[config.mk]
export PLATFORM = sky130hd
export DESIGN_NAME = moving_avg_filter
export DESIGN_NICKNAME = d
export VERILOG_FILES = /design/src/rtl/moving_avg_filter_pkg.sv /design/src/rtl/moving_avg_filter_ring.sv /design/src/rtl/moving_avg_filter.sv
export SDC_FILE = /design/constraint.sdc
export NUM_CORES = 1
export LEC_CHECK = 0
export ABC_AREA = 1
export ABC_CLOCK_PERIOD_IN_PS = 2960
export CAP_MARGIN = 20
export CORE_MARGIN = 2
export CORE_UTILIZATION = 55
export DETAILED_ROUTE_END_ITERATION = 10
export GPL_ROUTABILITY_DRIVEN = 0
export PLACE_DENSITY = 0.76
export SLEW_MARGIN = 10
export SYNTH_ARGS = -nofsm -noshare
export SYNTH_HDL_FRONTEND = slang
export SYNTH_SLANG_ARGS = --single-unit
[constraint.sdc]
create_clock -name clk -period 2.96 [get_ports clk]
set_input_delay 0.592 -clock clk [delete_from_list [all_inputs] [get_ports clk]]
set_output_delay 0.592 -clock clk [all_outputs]
set_load 0.02 [all_outputs]
[src/rtl/moving_avg_filter_pkg.sv]
// ---------------------------------------------------------------------------
// moving_avg_filter_pkg
// Shared definitions for the moving-average filter slice.
//   state_t    : filter mode (BYPASS, FILL, RUN)
//   SUM_W      : accumulator width for the default parameter set
//   sum_width(): accumulator width for any (DATA_W, LOG2_N) pair; the sum
//                of N samples of DATA_W bits always fits in DATA_W+LOG2_N.
// ---------------------------------------------------------------------------
package moving_avg_filter_pkg;

    localparam int DEFAULT_DATA_W = 8;
    localparam int DEFAULT_LOG2_N = 3;
    localparam int SUM_W          = DEFAULT_DATA_W + DEFAULT_LOG2_N;

    typedef enum logic [1:0] {
        BYPASS = 2'd0,
        FILL   = 2'd1,
        RUN    = 2'd2
    } state_t;

    function automatic int sum_width(input int data_w, input int log2_n);
        return data_w + log2_n;
    endfunction

endpackage

[src/rtl/moving_avg_filter_ring.sv]
// ---------------------------------------------------------------------------
// moving_avg_filter_ring (avg_ring_buffer)
// Sample history for the boxcar window: 2^LOG2_N x DATA_W registers.
// Ports:
//   clk, sys_rst_n : clock, async active-low reset (pointer only)
//   we             : write wdata at wr_ptr and advance the pointer
//   clr            : return the pointer to slot 0 (window restart)
//   wdata          : sample to store
//   rd_data        : combinational read of mem[wr_ptr], i.e. the oldest
//                    sample once the window is full
//   wr_ptr         : current write pointer
// Buffer contents are not reset; the filter never reads a slot before it
// has been written since the last restart.
// ---------------------------------------------------------------------------
module moving_avg_filter_ring #(
    parameter int DATA_W = 8,
    parameter int LOG2_N = 3
) (
    input  logic              clk,
    input  logic              sys_rst_n,
    input  logic              we,
    input  logic              clr,
    input  logic [DATA_W-1:0] wdata,
    output logic [DATA_W-1:0] rd_data,
    output logic [LOG2_N-1:0] wr_ptr
);

    localparam int N = 1 << LOG2_N;

    logic [DATA_W-1:0] mem [N];

    always_ff @(posedge clk) begin
        if (we) begin
            mem[wr_ptr] <= wdata;
        end
    end

    // Pointer wraps N-1 -> 0 through natural LOG2_N-bit overflow.
    always_ff @(posedge clk or negedge sys_rst_n) begin
        if (!sys_rst_n) begin
            wr_ptr <= '0;
        end else if (clr) begin
            wr_ptr <= '0;
        end else if (we) begin
            wr_ptr <= wr_ptr + 1'b1;
        end
    end

    assign rd_data = mem[wr_ptr];

endmodule

[src/rtl/moving_avg_filter.sv]
// ---------------------------------------------------------------------------
// moving_avg_filter
// Streaming boxcar filter behind the UART command parser (clk_ref domain).
// With filter_enable=1 it outputs the floor average of the last 2^LOG2_N
// samples; during warm-up and with filter_enable=0 samples pass through.
// Ports:
//   clk           : 96 MHz clk_ref
//   sys_rst_n     : asynchronous active-low reset
//   filter_enable : 1 = average, 0 = bypass (level, same clock domain)
//   din_valid/din : sample strobe and sample
//   dout_valid    : din_valid delayed by exactly one cycle
//   dout          : filtered or bypassed sample, held between strobes
//   filter_active : registered, 1 while the FSM is in RUN
// Handshake: din_valid is a one-cycle qualifier per sample, no ready
// signal, no backpressure; every accepted sample yields one dout_valid
// pulse on the following cycle.
// ---------------------------------------------------------------------------
module moving_avg_filter
    import moving_avg_filter_pkg::*;
#(
    parameter int DATA_W = 8,
    parameter int LOG2_N = 3
) (
    input  logic              clk,
    input  logic              sys_rst_n,
    input  logic              filter_enable,
    input  logic              din_valid,
    input  logic [DATA_W-1:0] din,
    output logic              dout_valid,
    output logic [DATA_W-1:0] dout,
    output logic              filter_active
);

    localparam int N     = 1 << LOG2_N;
    localparam int ACC_W = sum_width(DATA_W, LOG2_N);
    localparam logic [LOG2_N:0] LAST_FILL = (LOG2_N + 1)'(N - 1);

    state_t            state_q;
    state_t            state_d;
    logic [ACC_W-1:0]  sum_q;
    logic [LOG2_N:0]   fill_cnt_q;
    logic [LOG2_N-1:0] wr_ptr;
    logic [DATA_W-1:0] oldest;

    logic              filling;
    logic              window_done;
    logic              buf_we;
    logic              buf_clr;
    logic [ACC_W-1:0]  sum_add;
    logic [ACC_W-1:0]  sum_run;

    moving_avg_filter_ring #(
        .DATA_W (DATA_W),
        .LOG2_N (LOG2_N)
    ) u_ring (
        .clk       (clk),
        .sys_rst_n (sys_rst_n),
        .we        (buf_we),
        .clr       (buf_clr),
        .wdata     (din),
        .rd_data   (oldest),
        .wr_ptr    (wr_ptr)
    );

    // Datapath helpers. sum_run adds before subtracting; any transient
    // overflow of sum+din cancels because the final value always fits.
    always_comb begin
        sum_add     = sum_q + ACC_W'(din);
        sum_run     = sum_add - ACC_W'(oldest);
        // A sample taken with enable high in BYPASS is the first FILL sample.
        filling     = filter_enable && (state_q != RUN);
        window_done = filling && din_valid && (fill_cnt_q == LAST_FILL);
        buf_we      = filter_enable && din_valid;
        buf_clr     = !filter_enable;
    end

    always_ff @(posedge clk or negedge sys_rst_n) begin
        if (!sys_rst_n) begin
            state_q <= BYPASS;
        end else begin
            state_q <= state_d;
        end
    end

    always_comb begin
        state_d = state_q;
        if (!filter_enable) begin
            state_d = BYPASS;
        end else begin
            case (state_q)
                BYPASS:  state_d = window_done ? RUN : FILL;
                FILL:    if (window_done) state_d = RUN;
                RUN:     state_d = RUN;
                default: state_d = BYPASS;
            endcase
        end
    end

    always_ff @(posedge clk or negedge sys_rst_n) begin
        if (!sys_rst_n) begin
            sum_q         <= '0;
            fill_cnt_q    <= '0;
            dout          <= '0;
            dout_valid    <= 1'b0;
            filter_active <= 1'b0;
        end else begin
            dout_valid    <= din_valid;
            filter_active <= (state_d == RUN);
            if (!filter_enable) begin
                // Disabling discards all history so a later enable starts empty.
                sum_q      <= '0;
                fill_cnt_q <= '0;
                if (din_valid) begin
                    dout <= din;
                end
            end else if (din_valid) begin
                if (state_q == RUN) begin
                    sum_q <= sum_run;
                    dout  <= DATA_W'(sum_run >> LOG2_N);
                end else begin
                    sum_q      <= sum_add;
                    fill_cnt_q <= fill_cnt_q + 1'b1;
                    // Warm-up passes samples through; no partial averages.
                    dout       <= window_done ? DATA_W'(sum_add >> LOG2_N) : din;
                end
            end
        end
    end

endmodule

# Word level (Yosys, flattened, before mapping)
# Memory sizes are Yosys's and may differ from the RTL's.
# Cells that the tools add are included.
dict set report totals {
  regBits 30
  ram_bits 64
  elab_cells 45
  n_memories 1
}
# name words width rd rd_ports_with_merged_regs write_ports line_no
set mem_list {}
lappend mem_list {u_ring.mem 8 8 1 0 1 moving_avg_filter_ring.sv:30} ;# logic [DATA_W-1:0] mem [N];
dict set report op_classes {
  add_sub_neg 4
  n_eq_ne 8
  muxes 19
  n_reduce_logical 6
}
# op count
set ops {}
lappend ops {{$mux 8} 5}
lappend ops {{$mux 11} 3}
lappend ops {{$mux 4} 3}
lappend ops {{$add 11x8->11} 1}
lappend ops {{$sub 11x8->11} 1}
lappend ops {{$mux 2} 3}
lappend ops {{$mux 3} 2}
lappend ops {{$pmux 2 s3} 1}
lappend ops {{$add 4x1->4 const B} 1}
lappend ops {{$eq 2x2->1 const B} 2}
lappend ops {{$eq 4x3->1 const B} 1}
lappend ops {{$logic_and 1x1->1} 4}
lappend ops {{$ne 2x1->1 const B} 2}
lappend ops {{$ne 2x2->1 const B} 2}
lappend ops {{$add 3x1->3 const B} 1}
lappend ops {{$eq 2x1->1 const B} 1}
lappend ops {{$logic_not 2->1} 1}
lappend ops {{$mux 1} 2}
lappend ops {{$reduce_and 2->1} 1}

# Logic depth before layout (Yosys ltp)
# Gate-level depths: netlist of the first run.
dict set report logic_depth {
  ltp_word 8
  depth_mapped 22
  ltp_nobuf 22
}

# Cells and area by module
# Synthesis of the first run repeated with hierarchy kept, for this count alone.
dict set report hier_totals {
  hier_cells 630
  hier_area_um2 5275.1
}
# mod instances cells_per_inst area_each_um2 seq_area_each_um2
set modules_own_cells {}
lappend modules_own_cells {moving_avg_filter_ring 1 287 2935.3 1996.9}
lappend modules_own_cells {moving_avg_filter 1 343 2339.7 675.6}

# Least setup slack after synthesis of the first run
# Ideal clock, no wire load.
dict set report synth_path {
  kind {input to register}
  from {input din[2]}
  to {register sum_q[10]}
  setup_time_ns 0.118
  arrival_ns 2.825
  t_required_ns 2.842
  slack_ns 0.017
  stages 19
  cell_sequence {ha_1 -> or2_1 -> nand2_1 -> xor2_1 -> inv_1 -> ha_1 -> inv_1 -> o21ai_0 -> nand3_1 -> nand3b_1 -> nand2_1 -> nand3_4 -> nand2_2 -> nand2_1 -> nand2_1 -> nand3_2 -> nand2_1 -> nand2_1 -> nand2_1}
}
dict set report synth_via {
  elab_chain_len 5
}
# element line_no
set synth_rtl {}
lappend synth_rtl {{start: declaration} moving_avg_filter.sv:28} ;# input logic [DATA_W-1:0] din,
lappend synth_rtl {{$add 11x8->11 (*)} moving_avg_filter.sv:68} ;# sum_add = sum_q + ACC_W'(din);
lappend synth_rtl {{$sub 11x8->11} moving_avg_filter.sv:69} ;# sum_run = sum_add - ACC_W'(oldest);
lappend synth_rtl {{$mux 11 (*)} moving_avg_filter.sv:117} ;# if (state_q == RUN) begin
lappend synth_rtl {{$mux 11 (*)} moving_avg_filter.sv:116} ;# end else if (din_valid) begin
lappend synth_rtl {{$mux 11 (*)} moving_avg_filter.sv:109} ;# if (!filter_enable) begin
lappend synth_rtl {{end signal: assignment} moving_avg_filter.sv:118} ;# sum_q <= sum_run;
lappend synth_rtl {{end signal: assignment} moving_avg_filter.sv:121} ;# sum_q <= sum_add;
lappend synth_rtl {{end: declaration} moving_avg_filter.sv:40} ;# logic [ACC_W-1:0] sum_q;
# Mark *: on every way between the ends. The rest lies on a longest branch, timed or not. The select of a mux whose other input is x is not followed.
# A chain may end at the register's enable or synchronous reset.

# Final worst setup path of the first run
dict set report layout_path {
  from {register sum_q[0]}
  to {register dout[6]}
}
dict set report layout_via {
  elab_chain_len 5
  elab_cells_between_ends 6
  cone_classes {add/sub: 2; mux: 4}
}
# element line_no
set layout_rtl {}
lappend layout_rtl {{$add 11x8->11 (*)} moving_avg_filter.sv:68}
lappend layout_rtl {{$sub 11x8->11 / $mux 8 (equally long branches)} {moving_avg_filter.sv:69, moving_avg_filter.sv:124}}
lappend layout_rtl {{$mux 8 (*)} moving_avg_filter.sv:117}
lappend layout_rtl {{$mux 8 (*)} moving_avg_filter.sv:116}
lappend layout_rtl {{$mux 8 (*)} moving_avg_filter.sv:109}
lappend layout_rtl {{end signal: assignment} moving_avg_filter.sv:114} ;# dout <= din;
lappend layout_rtl {{end signal: assignment} moving_avg_filter.sv:119} ;# dout <= DATA_W'(sum_run >> LOG2_N);
lappend layout_rtl {{end signal: assignment} moving_avg_filter.sv:124} ;# dout <= window_done ? DATA_W'(sum_add >> LOG2_N) : din;
lappend layout_rtl {{end: declaration} moving_avg_filter.sv:30} ;# output logic [DATA_W-1:0] dout,
# Marks and branches as above.

==> results of run 1 <==
cell families after synthesis:
family          after synthesis  synth area share
compound gates              100            0.1245
xor+xnor                      8           0.01579
fa+ha+maj                    19           0.05144
buf+inv                      64           0.05220
flops                        94            0.5439
simple gates                221            0.2121
power by group through the flow:
stage | sequential (uW) | combinational [uW] | clock [uW]
after floorplan | 1520 | 532 | 0
after global placement | 1500 | 888 | 0
after detailed placement | 1510 | 920 | 0
after CTS | 1480 | 1030 | 814
after global routing | 1480 | 1230 | 877
final | 1480 | 1140 | 810
Yosys cell counts (2+ instances only):
library cell	number	area share
inv_2	10	0.0076
o21ai_0	39	0.040
clkbuf_1	5	0.0038
a22o_1	2	0.0036
or2_1	3	0.0038
nand3_1	21	0.021
nand4_1	3	0.0038
o21bai_1	3	0.0046
o32ai_1	5	0.0089
nand2_2	6	0.0076
dfrtp_1	30	0.15
xnor2_1	4	0.0071
o2bb2ai_1	3	0.0053
nand3b_1	2	0.0031
inv_1	43	0.033
buf_4	2	0.0031
edfxtp_1	64	0.39
nor2_4	4	0.0092
o221ai_1	6	0.011
ha_1	17	0.043
clkinv_1	2	0.0015
o21ai_1	2	0.0020
nand2_1	107	0.082
nor2_1	55	0.042
a21oi_1	23	0.023
nor3_1	3	0.0031
o211ai_1	8	0.012
nand3_4	2	0.0071
a211oi_1	5	0.0076
xor2_1	3	0.0053
nand3_2	7	0.014
fa_1	2	0.0081
nor2_2	4	0.0051
critical path, delay by kind of cell (launching register included):
family / cells / cell delay [ps]
adder cells (fa/ha/maj): 2 / 480
XOR/XNOR: 1 / 210
AND/OR/NAND/NOR: 13 / 1020
buffers and inverters: 4 / 460
flip-flops: 1 / 390
AO/OA/AOI/OAI: 1 / 300
per-layer routing:
metal	vias up	track usage
li1	1967	-
met1	1980	0.3469
met2	152	0.4725
met3	29	0.04965
met4	0	0.09694
met5	-	0
final timing paths:
path	endpoint	slack, ps	startpoint	depth (start not counted)
max	dout[6]	-10	sum_q[0]	21
min	dout[5]	490	dout[5]	2
max reg2reg	dout[6]	-10	sum_q[0]	21
min reg2reg	dout[5]	490	dout[5]	2
max in group asynchronous	u_ring.wr_ptr[0]	2010	sys_rst_n	2
min in group asynchronous	fill_cnt_q[0]	620	sys_rst_n	2
metrics by stage:
step / power [uW] / std cells / hold WS [ps]
after floorplan: 2048 / 506 / 296.4
after global placement: 2392 / 702 / 464.4
after detailed placement: 2425 / 702 / 471.5
after CTS: 3324 / 723 / 494.1
after global routing: 3591 / 729 / 524.2
final: 3427 / 729 / 494.8
flip-flops by register name (all words and copies together), names as in the netlist:
| name | flops |
|---|---|
| u_ring.mem | 64 |
| filter_active | 1 |
| fill_cnt_q | 4 |
| dout_valid | 1 |
| dout | 8 |
| state_q | 2 |
| u_ring.wr_ptr | 3 |
| sum_q | 11 |
timing repair:
action	in CTS	in global routing
endpoints found under the setup margin	14	14
resized for setup	27	27
buffers inserted	6	6
pin swaps	17	19
cell type report:
class,count,area [sq um]
Sequential cell,94,2674
Tap cell,108,135.1
Timing Repair Buffer,108,852.1
Clock buffer,10,127.6
Clock inverter,6,55.05
Multi-Input combinational cell,348,2171
Fill cell,631,2457
Inverter,55,206.4
==> results.ini, run 1 <==
[routing]
vias=4128
drcViolationCount=0
viasPerCell=5.663
wl_per_cell_um=17.82
drtIter0Drc=332
wl_met3_um=751
top_layer_used=met4
wl_met2_um=6680
routedLengthMet1_um=5233
first_pass_iters=5
ant_nets=0
routed_wl_um=12990

[floorplan]
start_util=0.5662
coreArea_sq_um=8678
fp.dieW_um=98.52
die_y_um=98.52
floorplan.rows=34
dieArea_sq_um=9705
io_pins=22

[pwr]
p_switching_uw=1137
internal_power_uw=2289
powerDensity_nw_per_um2=550.8
swShare=0.3319
pwr-share-clk=0.236
power_frac_comb=0.332
p_leak_uw=0.002633
p_seq_frac=0.432
ir_drop_mv=0.2794

[sta]
timing.slew.headroom=0.5037
grt_setup_unrepaired=true
skew_ps=14.17
fmax_mhz=336.3
hold_viol=0
fin_tns_setup_ps=-13.49
tightest_slew_ps=741.7
postLayoutSetupSlackWorst_ps=-13.37
report.final.setup_viol=2
layout_min_cycle_time_ps=2973
fin_crit_sh=1.005
maxSlewViolCount=0

[cells_and_area]
layout.nets=647
final_cell_mix=nand2_1 (100), buf_4 (87), edfxtp_1 (64)
antennaDiodeCount=0
final_util=0.7168
area_growth_pct=26.61
drive_gt1_frac=0.2866
fin_area_sq_um=6221
final_common_cell=nand2_1

[run]
max-cap-violations=0

[clock_tree]
cts_tree=built
cts.hold.buffers_added=0
cts_buffers=9
clk_path_buf_depth=2
clk_pin_slew_ps=90
clockRootBuffer=clkbuf_8
clock_latency_ps=360
cts_sinks=94
h-tree-depth=3

[synth]
syn_nets=537
synth_cell_types=44
netlist_area_sq_um=4913
post_synth.cell_area_avg_sq_um=9.710
synth-seq-cells=94
seq_area_frac_synth=0.5439
syn_inst=506
synth_top_flop_cell=edfxtp_1
synth_edf_count=64
async_flop_share=0.3191
synth-warning-count=0

[worst_hold_path]
hold_path.class=flip-flop to flip-flop

[critical_path]
cp_max_fo=4
cp.arrival_ps=3220
critPathSlowestCell=dfrtp_1
cpPeakStageDelay_ps=390
cp-end-kind=flip-flop
path_class=flip-flop to flip-flop
crit_path_cell_trace=ha_2 -> buf_4 -> buf_4 -> nand2_1 -> nand2_2 -> nand2_2 -> xor2_2 -> inv_2 -> ha_4 -> buf_4 -> nand4_1 -> o211ai_1 -> nand2_1 -> nand2_2 -> nand3_2 -> nand2_1 -> nand2_1 -> nand3_2 -> nand2_1 -> nand2_1 -> nand2_1
startpoint_type=flip-flop
critPathRequiredTime_ps=3210
cp_common_cell=nand2_1

[global_route]
grt_pass1_wl_um=20520
grt_pass1_vias=4153
grt_max_degree=31
grt_usage=0.2733
antenna_found_initial=0
overflow=0

[placed_design]
postPlaceCellArea_sq_um=5779
dpl.hpwl_um=9349
dpl_worst_slack_ps=-763.4
io_buffers=21

[status]
status=finished with violations
violations=setup timing

(Power assumes the default switching activity.)
==> run 2, diff against run 1 <==
--- a/config.mk
+++ b/config.mk
@@ -10,6 +10,7 @@
 export CAP_MARGIN = 20
 export CORE_MARGIN = 2
 export CORE_UTILIZATION = 55
+export CTS_CLUSTER_SIZE = 40
 export DETAILED_ROUTE_END_ITERATION = 10
 export GPL_ROUTABILITY_DRIVEN = 0
 export PLACE_DENSITY = 0.76
==> results of run 2 <==
Same layout as run 1: the final DEF is identical, and so are final timing and power.
